File: src/rtl/paint_pkg.sv
// rtl/paint_pkg.sv - shared paint constants, sync pattern and command FSM states
package paint_pkg;
    localparam int H_ACTIVE_DEF = 640;
    localparam int V_ACTIVE_DEF = 480;

    localparam logic [1:0] SYNC_PAT = 2'b10;

    typedef enum logic [1:0] {
        HDR = 2'd0,
        XLO = 2'd1,
        YHI = 2'd2,
        YLO = 2'd3
    } rx_state_t;
endpackage

File: src/rtl/paint_cmd_rx_spi_sync.sv
// rtl/paint_cmd_rx_spi_sync.sv - 2-flop synchronizers for SPI pins plus sck and cs_n rise detection
module spi_sync (
    input  logic clk,
    input  logic reset,
    input  logic sck,
    input  logic sdi,
    input  logic cs_n,
    output logic sck_rise,
    output logic sdi_s,
    output logic cs_n_s,
    output logic cs_rise
);
    logic [1:0] sck_q;
    logic [1:0] sdi_q;
    logic [1:0] cs_q;
    logic       sck_d;
    logic       cs_d;

    // cs_n stages reset high so a held-low chip select never looks like a rising edge
    always_ff @(posedge clk) begin
        if (reset) begin
            sck_q <= 2'b00;
            sdi_q <= 2'b00;
            cs_q  <= 2'b11;
            sck_d <= 1'b0;
            cs_d  <= 1'b1;
        end else begin
            sck_q <= {sck_q[0], sck};
            sdi_q <= {sdi_q[0], sdi};
            cs_q  <= {cs_q[0], cs_n};
            sck_d <= sck_q[1];
            cs_d  <= cs_q[1];
        end
    end

    assign sck_rise = sck_q[1] & ~sck_d;
    assign sdi_s    = sdi_q[1];
    assign cs_n_s   = cs_q[1];
    assign cs_rise  = cs_q[1] & ~cs_d;
endmodule

File: src/rtl/paint_cmd_rx.sv
// rtl/paint_cmd_rx.sv - SPI paint command receiver: byte assembly, packet FSM and pixel-write commit
module paint_cmd_rx
    import paint_pkg::*;
#(
    parameter int H_ACTIVE = H_ACTIVE_DEF,
    parameter int V_ACTIVE = V_ACTIVE_DEF
) (
    input  logic       clk,
    input  logic       reset,
    input  logic       sck,
    input  logic       sdi,
    input  logic       cs_n,
    output logic       we,
    output logic [9:0] wx,
    output logic [9:0] wy,
    output logic       brush,
    output logic [2:0] newColor,
    output logic [7:0] err_cnt
);
    localparam logic [10:0] H_LIM = 11'(H_ACTIVE);
    localparam logic [10:0] V_LIM = 11'(V_ACTIVE);

    logic       sck_rise, sdi_s, cs_n_s, cs_rise;
    rx_state_t  state, state_nxt;
    logic [2:0] bit_cnt;
    logic [6:0] shreg;
    logic [7:0] byte_in;
    logic       bit_en, byte_done;
    logic       hdr_brush;
    logic [2:0] hdr_color;
    logic [1:0] x_hi, y_hi;
    logic [7:0] x_lo;
    logic       bad;
    logic [9:0] x_full, y_full;
    logic       commit, err_inc;

    spi_sync u_sync (
        .clk      (clk),
        .reset    (reset),
        .sck      (sck),
        .sdi      (sdi),
        .cs_n     (cs_n),
        .sck_rise (sck_rise),
        .sdi_s    (sdi_s),
        .cs_n_s   (cs_n_s),
        .cs_rise  (cs_rise)
    );

    assign bit_en    = sck_rise & ~cs_n_s;
    assign byte_in   = {shreg, sdi_s};
    assign byte_done = bit_en && (bit_cnt == 3'd7);
    assign x_full    = {x_hi, x_lo};
    assign y_full    = {y_hi, byte_in};

    always_comb begin
        state_nxt = state;
        commit    = 1'b0;
        err_inc   = 1'b0;
        if (cs_rise) begin
            state_nxt = HDR;
        end else if (byte_done) begin
            case (state)
                HDR: begin
                    if (byte_in[7:6] == SYNC_PAT) state_nxt = XLO;
                    else                          err_inc   = 1'b1;
                end
                XLO: state_nxt = YHI;
                YHI: state_nxt = YLO;
                YLO: begin
                    state_nxt = HDR;
                    if (!bad && ({1'b0, x_full} < H_LIM) && ({1'b0, y_full} < V_LIM))
                        commit = 1'b1;
                    else
                        err_inc = 1'b1;
                end
                default: state_nxt = HDR;
            endcase
        end
    end

    always_ff @(posedge clk) begin
        if (reset) state <= HDR;
        else       state <= state_nxt;
    end

    always_ff @(posedge clk) begin
        if (reset) begin
            we        <= 1'b0;
            wx        <= 10'd0;
            wy        <= 10'd0;
            brush     <= 1'b0;
            newColor  <= 3'd0;
            err_cnt   <= 8'd0;
            bit_cnt   <= 3'd0;
            shreg     <= 7'd0;
            hdr_brush <= 1'b0;
            hdr_color <= 3'd0;
            x_hi      <= 2'd0;
            x_lo      <= 8'd0;
            y_hi      <= 2'd0;
            bad       <= 1'b0;
        end else begin
            we <= commit;
            if (cs_rise) begin
                bit_cnt <= 3'd0;
            end else if (bit_en) begin
                bit_cnt <= bit_cnt + 3'd1;
                shreg   <= byte_in[6:0];
            end
            // Header fields are captured even for a rejected header; they are overwritten before use
            if (byte_done) begin
                case (state)
                    HDR: {hdr_brush, hdr_color, x_hi} <= byte_in[5:0];
                    XLO: x_lo <= byte_in;
                    YHI: begin
                        y_hi <= byte_in[1:0];
                        bad  <= |byte_in[7:2];
                    end
                    default: ;
                endcase
            end
            if (commit) begin
                wx       <= x_full;
                wy       <= y_full;
                brush    <= hdr_brush;
                newColor <= hdr_color;
            end
            if (err_inc && (err_cnt != 8'hFF)) err_cnt <= err_cnt + 8'd1;
        end
    end
endmodule
File: config.mk
export PLATFORM = sky130hd
export DESIGN_NAME = paint_cmd_rx
export DESIGN_NICKNAME = d
export VERILOG_FILES = /design/src/rtl/paint_pkg.sv /design/src/rtl/paint_cmd_rx_spi_sync.sv /design/src/rtl/paint_cmd_rx.sv
export SDC_FILE = /design/constraint.sdc
export NUM_CORES = 1
export LEC_CHECK = 0
export ABC_AREA = 1
export CAP_MARGIN = 10
export CORE_MARGIN = 5
export CORE_UTILIZATION = 50
export CTS_BUF_LIST = sky130_fd_sc_hd__clkbuf_16
export CTS_CLUSTER_DIAMETER = 30
export CTS_CLUSTER_SIZE = 28
export DETAILED_ROUTE_END_ITERATION = 8
export PLACE_DENSITY = 0.74
export SLEW_MARGIN = 20
export SYNTH_ARGS = -nofsm -noshare
export SYNTH_HDL_FRONTEND = slang
export SYNTH_SLANG_ARGS = --single-unit
export TNS_END_PERCENT = 20
File: constraint.sdc
create_clock -name clk -period 4 [get_ports clk]
set_input_delay 1.2 -clock clk [delete_from_list [all_inputs] [get_ports clk]]
set_output_delay 1.2 -clock clk [all_outputs]
set_load 0.01 [all_outputs]
Word-level counts from Yosys, hierarchy flattened

Index checks and enable logic that the tools add are counted.

Add/subtract/negate cells: 2
Magnitude comparators: 2
Eq/ne operators: 7
Mux-type cells: 11
Bitwise gates (word level): 7
Reduce and logical (&&, ||, !) cells: 13

Operator list:

| cell                                                        | number |
|---|---|
| less-than comparator 10 bit, second input constant          | 1 |
| less-than comparator 10 x 9 -> 1 bit, second input constant | 1 |
| AND reduction 2 bit                                         | 5 |
| adder 8 x 1 -> 8 bit, second input constant                 | 1 |
| two-way mux 1 bit                                           | 8 |
| inequality test 8 bit, second input constant                | 1 |
| one-hot mux 2 bit (4 select lines)                          | 1 |
| equality test 2 bit, second input constant                  | 3 |
| OR reduction 6 bit                                          | 1 |
| logical AND 1 bit                                           | 4 |
| NOT 1 bit                                                   | 4 |
| adder 3 x 1 -> 3 bit, second input constant                 | 1 |
| bitwise AND 1 bit                                           | 3 |
| equality test 3 bit, second input constant                  | 1 |
| equality test 2 x 1 -> 1 bit, second input constant         | 1 |
| logical NOT 2 bit                                           | 1 |
| two-way mux 2 bit                                           | 1 |
| inequality test 2 bit, second input constant                | 1 |
| one-hot mux 1 bit (2 select lines)                          | 1 |
| OR reduction 2 bit                                          | 1 |
| logical NOT 1 bit                                           | 1 |

Bits in registers: 70
Input bits: 5
Output and inout bits: 33

Logic depth before layout (Yosys ltp)

Gate-level depths: netlist of run 1.

Depth in word-level cells: 8
Depth in mapped cells: 9

Cells and area by module

A second synthesis of run 1 with hierarchy kept.

Cells, all modules: 355
Area, all modules: 2,896.5 µm²

Modules (own cells, without submodules):

| module       | times used | cells an instance | area an instance (µm²) | sequential area each (µm²) |
|---|---|---|---|---|
| paint_cmd_rx | 1          | 328               | 2,665.1                | 1,241.2 |
| spi_sync     | 1          | 27                | 231.5                  | 160.2 |

Worst setup path after synthesis of run 1

No wires, ideal clock.

Path kind: input port to flip-flop
Start point: input port reset
End point: register u_sync.sck_d
Arrival time: 1,790 ps
Data required time: 3,872 ps
Slack: 2,082 ps
Stages: 3
Path buffers: 2
Cell sequence: clkbuf_1 clkbuf_1 nor2_1

RTL lines:

| item                 | RTL line                    | source |
|---|---|---|
| from (decl)          | paint_cmd_rx.sv:9           | `input logic reset,` |
| to (signal assigned) | paint_cmd_rx_spi_sync.sv:31 | `sck_d <= sck_q[1];` |
| to (decl)            | paint_cmd_rx_spi_sync.sv:16 | `logic sck_d;` |

No word-level cell between the ends.

Worst setup path after layout of run 1

Start point: register err_cnt[5]
End point: output port err_cnt[5]

RTL lines:

| item                   | RTL line            | source |
|---|---|---|
| from (decl)            | paint_cmd_rx.sv:18  | `output logic [7:0] err_cnt` |
| from (signal assigned) | paint_cmd_rx.sv:128 | `if (err_inc && (err_cnt != 8'hFF)) err_cnt <= err_cnt + 8'd1;` |

No word-level cell between the ends.

==> out/qor.txt, run 1 <==
Worst hold slack across all endpoints -> 0.4059 ns
Number of hold violations in the final report -> 0
WL per Instance -> 12.58 um
Grt ovf -> 0
Global-route wire length before repair -> 10.19 mm
Post-synthesis instance area -> 2779 um2
Die Y-Extent -> 84.55 um
Post-synth cell types -> 27
Bufs and invs on worst path -> 1
Final-layout setup total negative slack -> 0 ns
Xor-xnor portion of the synthesized cell area -> 1.261%
Max-slew violation total from the final report -> 0
Effective utilization at floorplan -> 51.09%
Sequential area share after synthesis -> 50.43%
Cell type of the slowest stage on the worst timing path -> clkdlybuf4s50_1
Share of the cycle needed by the critical path after routing -> 63.09%
Highest fanout seen on the critical path -> 6
Worst-Skew Late Latency -> 0.33 ns
Number of antenna violations at the first check in global routing -> 0
Reg2reg setup slack -> 1.84 ns
Fraction of final layout cells sized beyond drive strength 1 -> 7.673%
Routability Congestion -> 0.7773
TritonCTS clock tree -> done
Power per standard cell area -> 461.1 nW/um2
Basic-gate share of the synthesized area counting and, or, nand and nor cells -> 25.89%
Maximum clock path buffer count -> 2
Leakage power of the design -> 1.456 nW
Critical path cell sequence -> clkdlybuf4s50_1
Number of logic stages on the critical path including buffering -> 1
Via count of the first global-routing pass -> 2247
Worst ir drop on vdd -> 0.2921 mV
Final design area excluding fillers -> 3511 um2
Count of yosys warnings during synthesis -> 0
Startpoint of the most critical setup path -> err_cnt[5]
Relative slew slack -> 47.36%
Type of the worst setup path -> flop to primary output
Post-DP HPWL -> 3.794 mm
Hold_buf cts -> 0
NumNets Final -> 399
Mapped Avg Cell Area -> 7.895 um2
Required time of the critical path -> 2.80 ns
I/O Buffers -> 37
Main combinational cell family by area after synthesis -> simple AND/OR/NAND/NOR gates
Syn-to-layout area delta -> 26.34%
Fraction of the mapped netlist area in compound gates -> 12.52%
Placeable core region -> 5439 um2
Arithmetic-cell share of the synthesized area counting full adders, half adders and majority gates -> 3.602%
Critical path endpoint category -> primary output
Vias -> 2319
Antenna diode count -> 0
Via-per-instance ratio -> 5.009
Post-route insts no fill -> 463
Hold Path Origin -> u_sync.sck_q[0]
Highest cell delay on the worst timing path -> 0.58 ns
Mapped Nets -> 365
Crit path max-delay family -> buffers and inverters
Area after detailed placement -> 3173 um2
Critical Path Source Type -> flop
Number of sinks driven by the clock tree -> 70
Commonest cells after routing, fill and taps aside -> 70 x dfxtp_1, 62 x nor2_1, 52 x nand2_1
Die area -> 7149 um2
Worst flop-to-flop path endpoint -> wx[1]
Placed Cells -> 447
Clk slew on worst S/H paths -> 0.05 ns
Largest net degree at the start of global routing -> 38
Root Buffer Master -> clkbuf_16
RSZ-0062 raised after global routing -> false
Maximum Capacitance Violations -> 0
Iteration count of the initial detailed-routing pass -> 4
Reg2Reg Depth -> 7
Total I/O pin count -> 38
Data arrival time of the critical path -> 1.32 ns
Post-CTS resize count -> 0
GRT Overall Usage -> 17.59%
Number of DRC violations after detailed routing -> 0
Post-CTS Setup Repair Bufs -> 0
Maximum level of the CTS H-tree -> 3
Floorplan row count -> 27
Count of antenna-violating nets left after detailed routing -> 0
Class of the most critical hold timing path -> flop to flop
Max Clock Freq -> 396.3 MHz
Synthesized netlist cell count -> 352
CTS Buf Count -> 9
Setup-failing EPs final -> 0
Endpoint of the worst setup timing path -> err_cnt[5]
Starting DRC count in detailed routing -> 144
Most common cell after layout, fill and taps aside -> dfxtp_1
Pin slew with the least headroom to its limit -> 0.7870 ns
Result of the run -> completed
Worst setup slack after placement -> 1.409 ns
Multiplexer share of the synthesized area -> 0%
Minimum setup slack in the final design -> 1.477 ns
Shortest period the worst path allows -> 2.523 ns
Number of synthesized register bits -> 70
Worst-case clock skew -> 0.005440 ns
Start of the worst register-to-register path -> bit_cnt[0]
Final routed wirelength across all metal layers -> 5.824 mm
Chip width -> 84.55 um
## metal layers
metal / GRT usage, % / up-vias / share of wire, %
met5: 0 / - / 0
met4: 6.763 / 0 / 1.6
met3: 5.594 / 11 / 5.9
met2: 28.33 / 46 / 46
met1: 21.95 / 1047 / 46
li1: - / 1215 / -
## how the worst min path moves through the flow
stage | endpoint | slack, ns | depth (start not counted)
after floorplan | u_sync.sck_q[1] | 0.39 | 2
after global placement | u_sync.sdi_q[1] | 0.39 | 2
after detailed placement | u_sync.sck_q[1] | 0.40 | 2
after CTS | u_sync.sck_q[1] | 0.41 | 2
after global routing | u_sync.sdi_q[1] | 0.43 | 2
final | u_sync.sck_q[1] | 0.41 | 2
## per-stage QoR
| step | utilization, % | power, mW |
|---|---|---|
| 2_1_floorplan | - | 0.7368 |
| 3_3_place_gp | 58.34 | 0.7451 |
| 3_5_place_dp | 58.34 | 0.7459 |
| 4_1_cts | 64.55 | 1.634 |
| 5_1_grt | 64.55 | 1.670 |
| 6_report | 64.55 | 1.619 |
## power breakdown
| group | switching, mW | internal [mW] |
|---|---|---|
| Clock | 0.284 | 0.605 |
| Combinational | 0.0171 | 0.00872 |
| Sequential | 0.00317 | 0.702 |
## state kept, by name, indices dropped and copies added (netlist names), 3 cells and up
signal,cells
wx,10
wy,10
err_cnt,8
x_lo,8
shreg,7
bit_cnt,3
hdr_color,3
newColor,3
## logic make-up after synthesis
family	after synthesis
and+or+nand+nor	160
buffers and inverters	41
adders and majority gates	8
DFF	70
xor gates and xnor gates	4
AOI/OAI and AO/OA	69
## synthesized netlist by cell type
library cell  count  area, um2
clkbuf_2          3      15.01
o211ai_1          1      7.510
inv_2             3      11.26
nand3b_1          1      7.510
inv_1            22      82.58
nor3_1            2      10.01
nor3_4            1      16.27
o21ai_1           2      10.01
or2_2             2      12.51
dfxtp_1          70       1401
xor2_1            4      35.03
nor2_4            1      11.26
nor2_2            1      6.260
nand3b_4          1      20.02
nor2_1           62      232.7
nand2_2           1      6.260
nand3_1          33      165.2
nor2_8            1      20.02
a21oi_1          37      185.2
buf_2             2      10.01
nand2_1          52      195.2
buf_6             2      22.52
o21ai_0          29      145.1
nand4_1           1      6.260
nand3_2           1      10.01
ha_1              8      100.1
clkbuf_1          9      33.78
## final cells by class
class | instances | area, um2
clock inverters | 7 | 112.6
clock buffers | 9 | 225.2
inverters | 25 | 93.84
flip-flops and latches | 70 | 1401
repair buffers | 39 | 385.4
fillers | 497 | 1928
multi-input cells | 241 | 1202
well taps | 72 | 90.09
(Power assumes the default switching activity.)
==> inputs of run 2 (changes only) <==
- CORE_UTILIZATION: 50 -> 48
- clock period: 4 -> 2.25 ns (I/O delays scaled with it)
==> run 2 against run 1 <==
  * Sequential share of layout area is 0.59 points higher
  * Clock-buffer cell count unchanged
  * Highest routed layer unchanged
  * Final area fell by 1.5%
  * Register-to-register slack lost 1.3 ns
  * Largest power group is now registers
  * Hold slack got worse by 0.0034 ns
  * First-iteration DRC count up 17%
  * Non-clock buffer count increased by 4
  * Largest cell class unchanged
  * Critical endpoint is now err_cnt[6]
==> out/qor.txt, run 2 (same netlist as run 1, synthesis figures left out) <==
Result of the run -> completed (unchanged)
Class of the most critical hold timing path -> flop to flop (unchanged)
Area after detailed placement -> 3216 um2 (was 3173 um2)
Cell type of the slowest stage on the worst timing path -> clkdlybuf4s50_1 (unchanged)
Data arrival time of the critical path -> 1.36 ns (was 1.32 ns)
Reg2reg setup slack -> 0.52 ns (was 1.84 ns)
Placed Cells -> 451 (was 447)
Worst flop-to-flop path endpoint -> err_cnt[2] (was wx[1])
Post-CTS resize count -> 0 (unchanged)
Max Clock Freq -> 492.5 MHz
Fraction of final layout cells sized beyond drive strength 1 -> 7.653% (was 7.673%)
Routability Congestion -> 0.7924 (was 0.7773)
Worst ir drop on vdd -> 0.4372 mV (was 0.2921 mV)
Total I/O pin count -> 38 (unchanged)
Number of logic stages on the critical path including buffering -> 1 (unchanged)
Worst-Skew Late Latency -> 0.33 ns (about the same)
Commonest cells after routing, fill and taps aside -> 70 x dfxtp_1, 62 x nor2_1, 52 x nand2_1 (unchanged)
Maximum level of the CTS H-tree -> 3 (unchanged)
Vias -> 2394 (was 2319)
Critical Path Source Type -> flop (unchanged)
Root Buffer Master -> clkbuf_16 (unchanged)
WL per Instance -> 13.13 um (was 12.58 um)
Required time of the critical path -> 1.57 ns (was 2.80 ns)
Clk slew on worst S/H paths -> 0.06 ns (was 0.05 ns)
Start of the worst register-to-register path -> state[0] (was bit_cnt[0])
Starting DRC count in detailed routing -> 168 (was 144)
CTS Buf Count -> 9 (unchanged)
Number of sinks driven by the clock tree -> 70 (unchanged)
Count of antenna-violating nets left after detailed routing -> 0 (unchanged)
Die area -> 7411 um2 (was 7149 um2)
Maximum Capacitance Violations -> 0 (unchanged)
Share of the cycle needed by the critical path after routing -> 90.24%
Crit path max-delay family -> buffers and inverters (unchanged)
Die Y-Extent -> 86.09 um (was 84.55 um)
Relative slew slack -> 71.85% (was 47.36%)
Post-route insts no fill -> 464 (was 463)
Via-per-instance ratio -> 5.159 (was 5.009)
Effective utilization at floorplan -> 49.85% (was 51.09%)
Maximum clock path buffer count -> 2 (unchanged)
Reg2Reg Depth -> 7 (unchanged)
Startpoint of the most critical setup path -> err_cnt[6] (was err_cnt[5])
Highest fanout seen on the critical path -> 6 (unchanged)
TritonCTS clock tree -> done (unchanged)
Floorplan row count -> 27 (unchanged)
Number of DRC violations after detailed routing -> 0 (unchanged)
Shortest period the worst path allows -> 2.031 ns
Finished Core Util -> 62.07% (was 64.55%)
Antenna diode count -> 0 (unchanged)
Post-CTS Setup Repair Bufs -> 0 (unchanged)
Final routed wirelength across all metal layers -> 6.090 mm (was 5.824 mm)
Chip width -> 86.09 um (was 84.55 um)
Number of antenna violations at the first check in global routing -> 0 (unchanged)
GR Util met2 -> 29.78% (was 28.33%)
Critical path endpoint category -> primary output (unchanged)
Placeable core region -> 5574 um2 (was 5439 um2)
Hold_buf cts -> 0 (unchanged)
Endpoint of the worst setup timing path -> err_cnt[6] (was err_cnt[5])
Final-layout setup total negative slack -> 0 ns (unchanged)
Power per standard cell area -> 721.3 nW/um2 (was 461.1 nW/um2)
RSZ-0062 raised after global routing -> false (unchanged)
Via count of the first global-routing pass -> 2292 (was 2247)
Post-DP HPWL -> 4.041 mm (was 3.794 mm)
Type of the worst setup path -> flop to primary output (unchanged)
Number of hold violations in the final report -> 0 (unchanged)
Highest cell delay on the worst timing path -> 0.58 ns (about the same)
Leakage power of the design -> 1.443 nW (was 1.456 nW)
Met3 Track Usage GR -> 5.476% (was 5.594%)
Setup-failing EPs final -> 0 (unchanged)
Most common cell after layout, fill and taps aside -> dfxtp_1 (unchanged)
Pin slew with the least headroom to its limit -> 0.4216 ns (was 0.7870 ns)
NumNets Final -> 403 (was 399)
Iteration count of the initial detailed-routing pass -> 4 (unchanged)
Registers with the most flip-flops -> wx (10), wy (10) (unchanged)
GRT Overall Usage -> 18.27% (was 17.59%)
Syn-to-layout area delta -> 24.49% (was 26.34%)
Total chip power -> 2.495 mW (was 1.619 mW)
Final design area excluding fillers -> 3460 um2 (was 3511 um2)
Bufs and invs on worst path -> 1 (unchanged)
Final-layout fill cell count -> 496 (was 497)
Critical path cell sequence -> clkdlybuf4s50_1 (unchanged)
Global-route wire length before repair -> 10.69 mm (was 10.19 mm)
Max-slew violation total from the final report -> 0 (unchanged)
GR met1 Demand/Resource -> 22.14% (was 21.95%)
Worst-case clock skew -> 0.006890 ns (was 0.005440 ns)
Grt ovf -> 0 (unchanged)
I/O Buffers -> 37 (unchanged)
Largest net degree at the start of global routing -> 26 (was 38)
Gr busiest metal -> met2 (unchanged)
-- run 2: cell types whose count changed in the layout (fill, tap and decap cells not counted) --
| cell | delta |
|---|---|
| buf_4 | +3 |
| bufinv_16 | -3 |
| buf_12 | +1 |
| clkinvlp_4 | -1 |
| inv_1 | +1 |
-- run 2: worst register-to-register path: stages (launching register included) --
cell and delay [ns]:
dfxtp_1 0.38, inv_1 0.10, ha_1 0.23, o21ai_0 0.17, nand2_1 0.35, nand2_2 0.25, nand2_1 0.07, a21oi_1 0.13
-- run 2: stage by stage --
stage / worst slack [ns] / hold WS (ns)
after detailed placement: 0.3565 / 0.3946
after global placement: 0.3649 / 0.3915
after CTS: 0.2160 / 0.4058
after global routing: 0.1574 / 0.4175
final: 0.2195 / 0.4025
after floorplan: 0.7110 / 0.3883
-- run 2: where the power goes --
group | switching, mW | internal, mW | leakage, nW
registers | 0.00563 | 1.25 | 0.565
logic | 0.0315 | 0.0200 | 0.750
clock network | 0.475 | 0.715 | 0.128
total | 0.512 | 1.98 | 1.44
-- run 2: worst min-delay path by stage --
stage,cells after the start,slack (ns),end,start
after global routing,1,0.42,u_sync.cs_q[1],u_sync.cs_q[0]
after detailed placement,1,0.39,u_sync.cs_q[1],u_sync.cs_q[0]
after floorplan,2,0.39,u_sync.sck_q[1],u_sync.sck_q[0]
final,2,0.40,u_sync.sck_q[1],u_sync.sck_q[0]
after CTS,2,0.41,u_sync.sdi_q[1],u_sync.sdi_q[0]
after global placement,2,0.39,u_sync.sck_q[1],u_sync.sck_q[0]
-- run 2: layout make-up --
cell class,instances,area [um2],area share (%)
inverters,25,93.84,2.712
repair buffers,43,427.9,12.37
clock buffers,9,225.2,6.510
well taps,72,90.09,2.604
clock inverters,4,18.77,0.5425
flip-flops and latches,70,1401,40.51
multi-input cells,241,1202,34.76
-- run 2: layer usage --
layer	up-vias	wire length [um]
met2	59	2853
met4	0	104
met5	-	0
met1	1108	2760
met3	11	371
li1	1216	-
==> inputs of run 3 (changes only) <==
- SKIP_LAST_GASP: unset -> 1
==> results of run 3 <==
The final DEF is identical to that of run 2; final timing and power are the same.
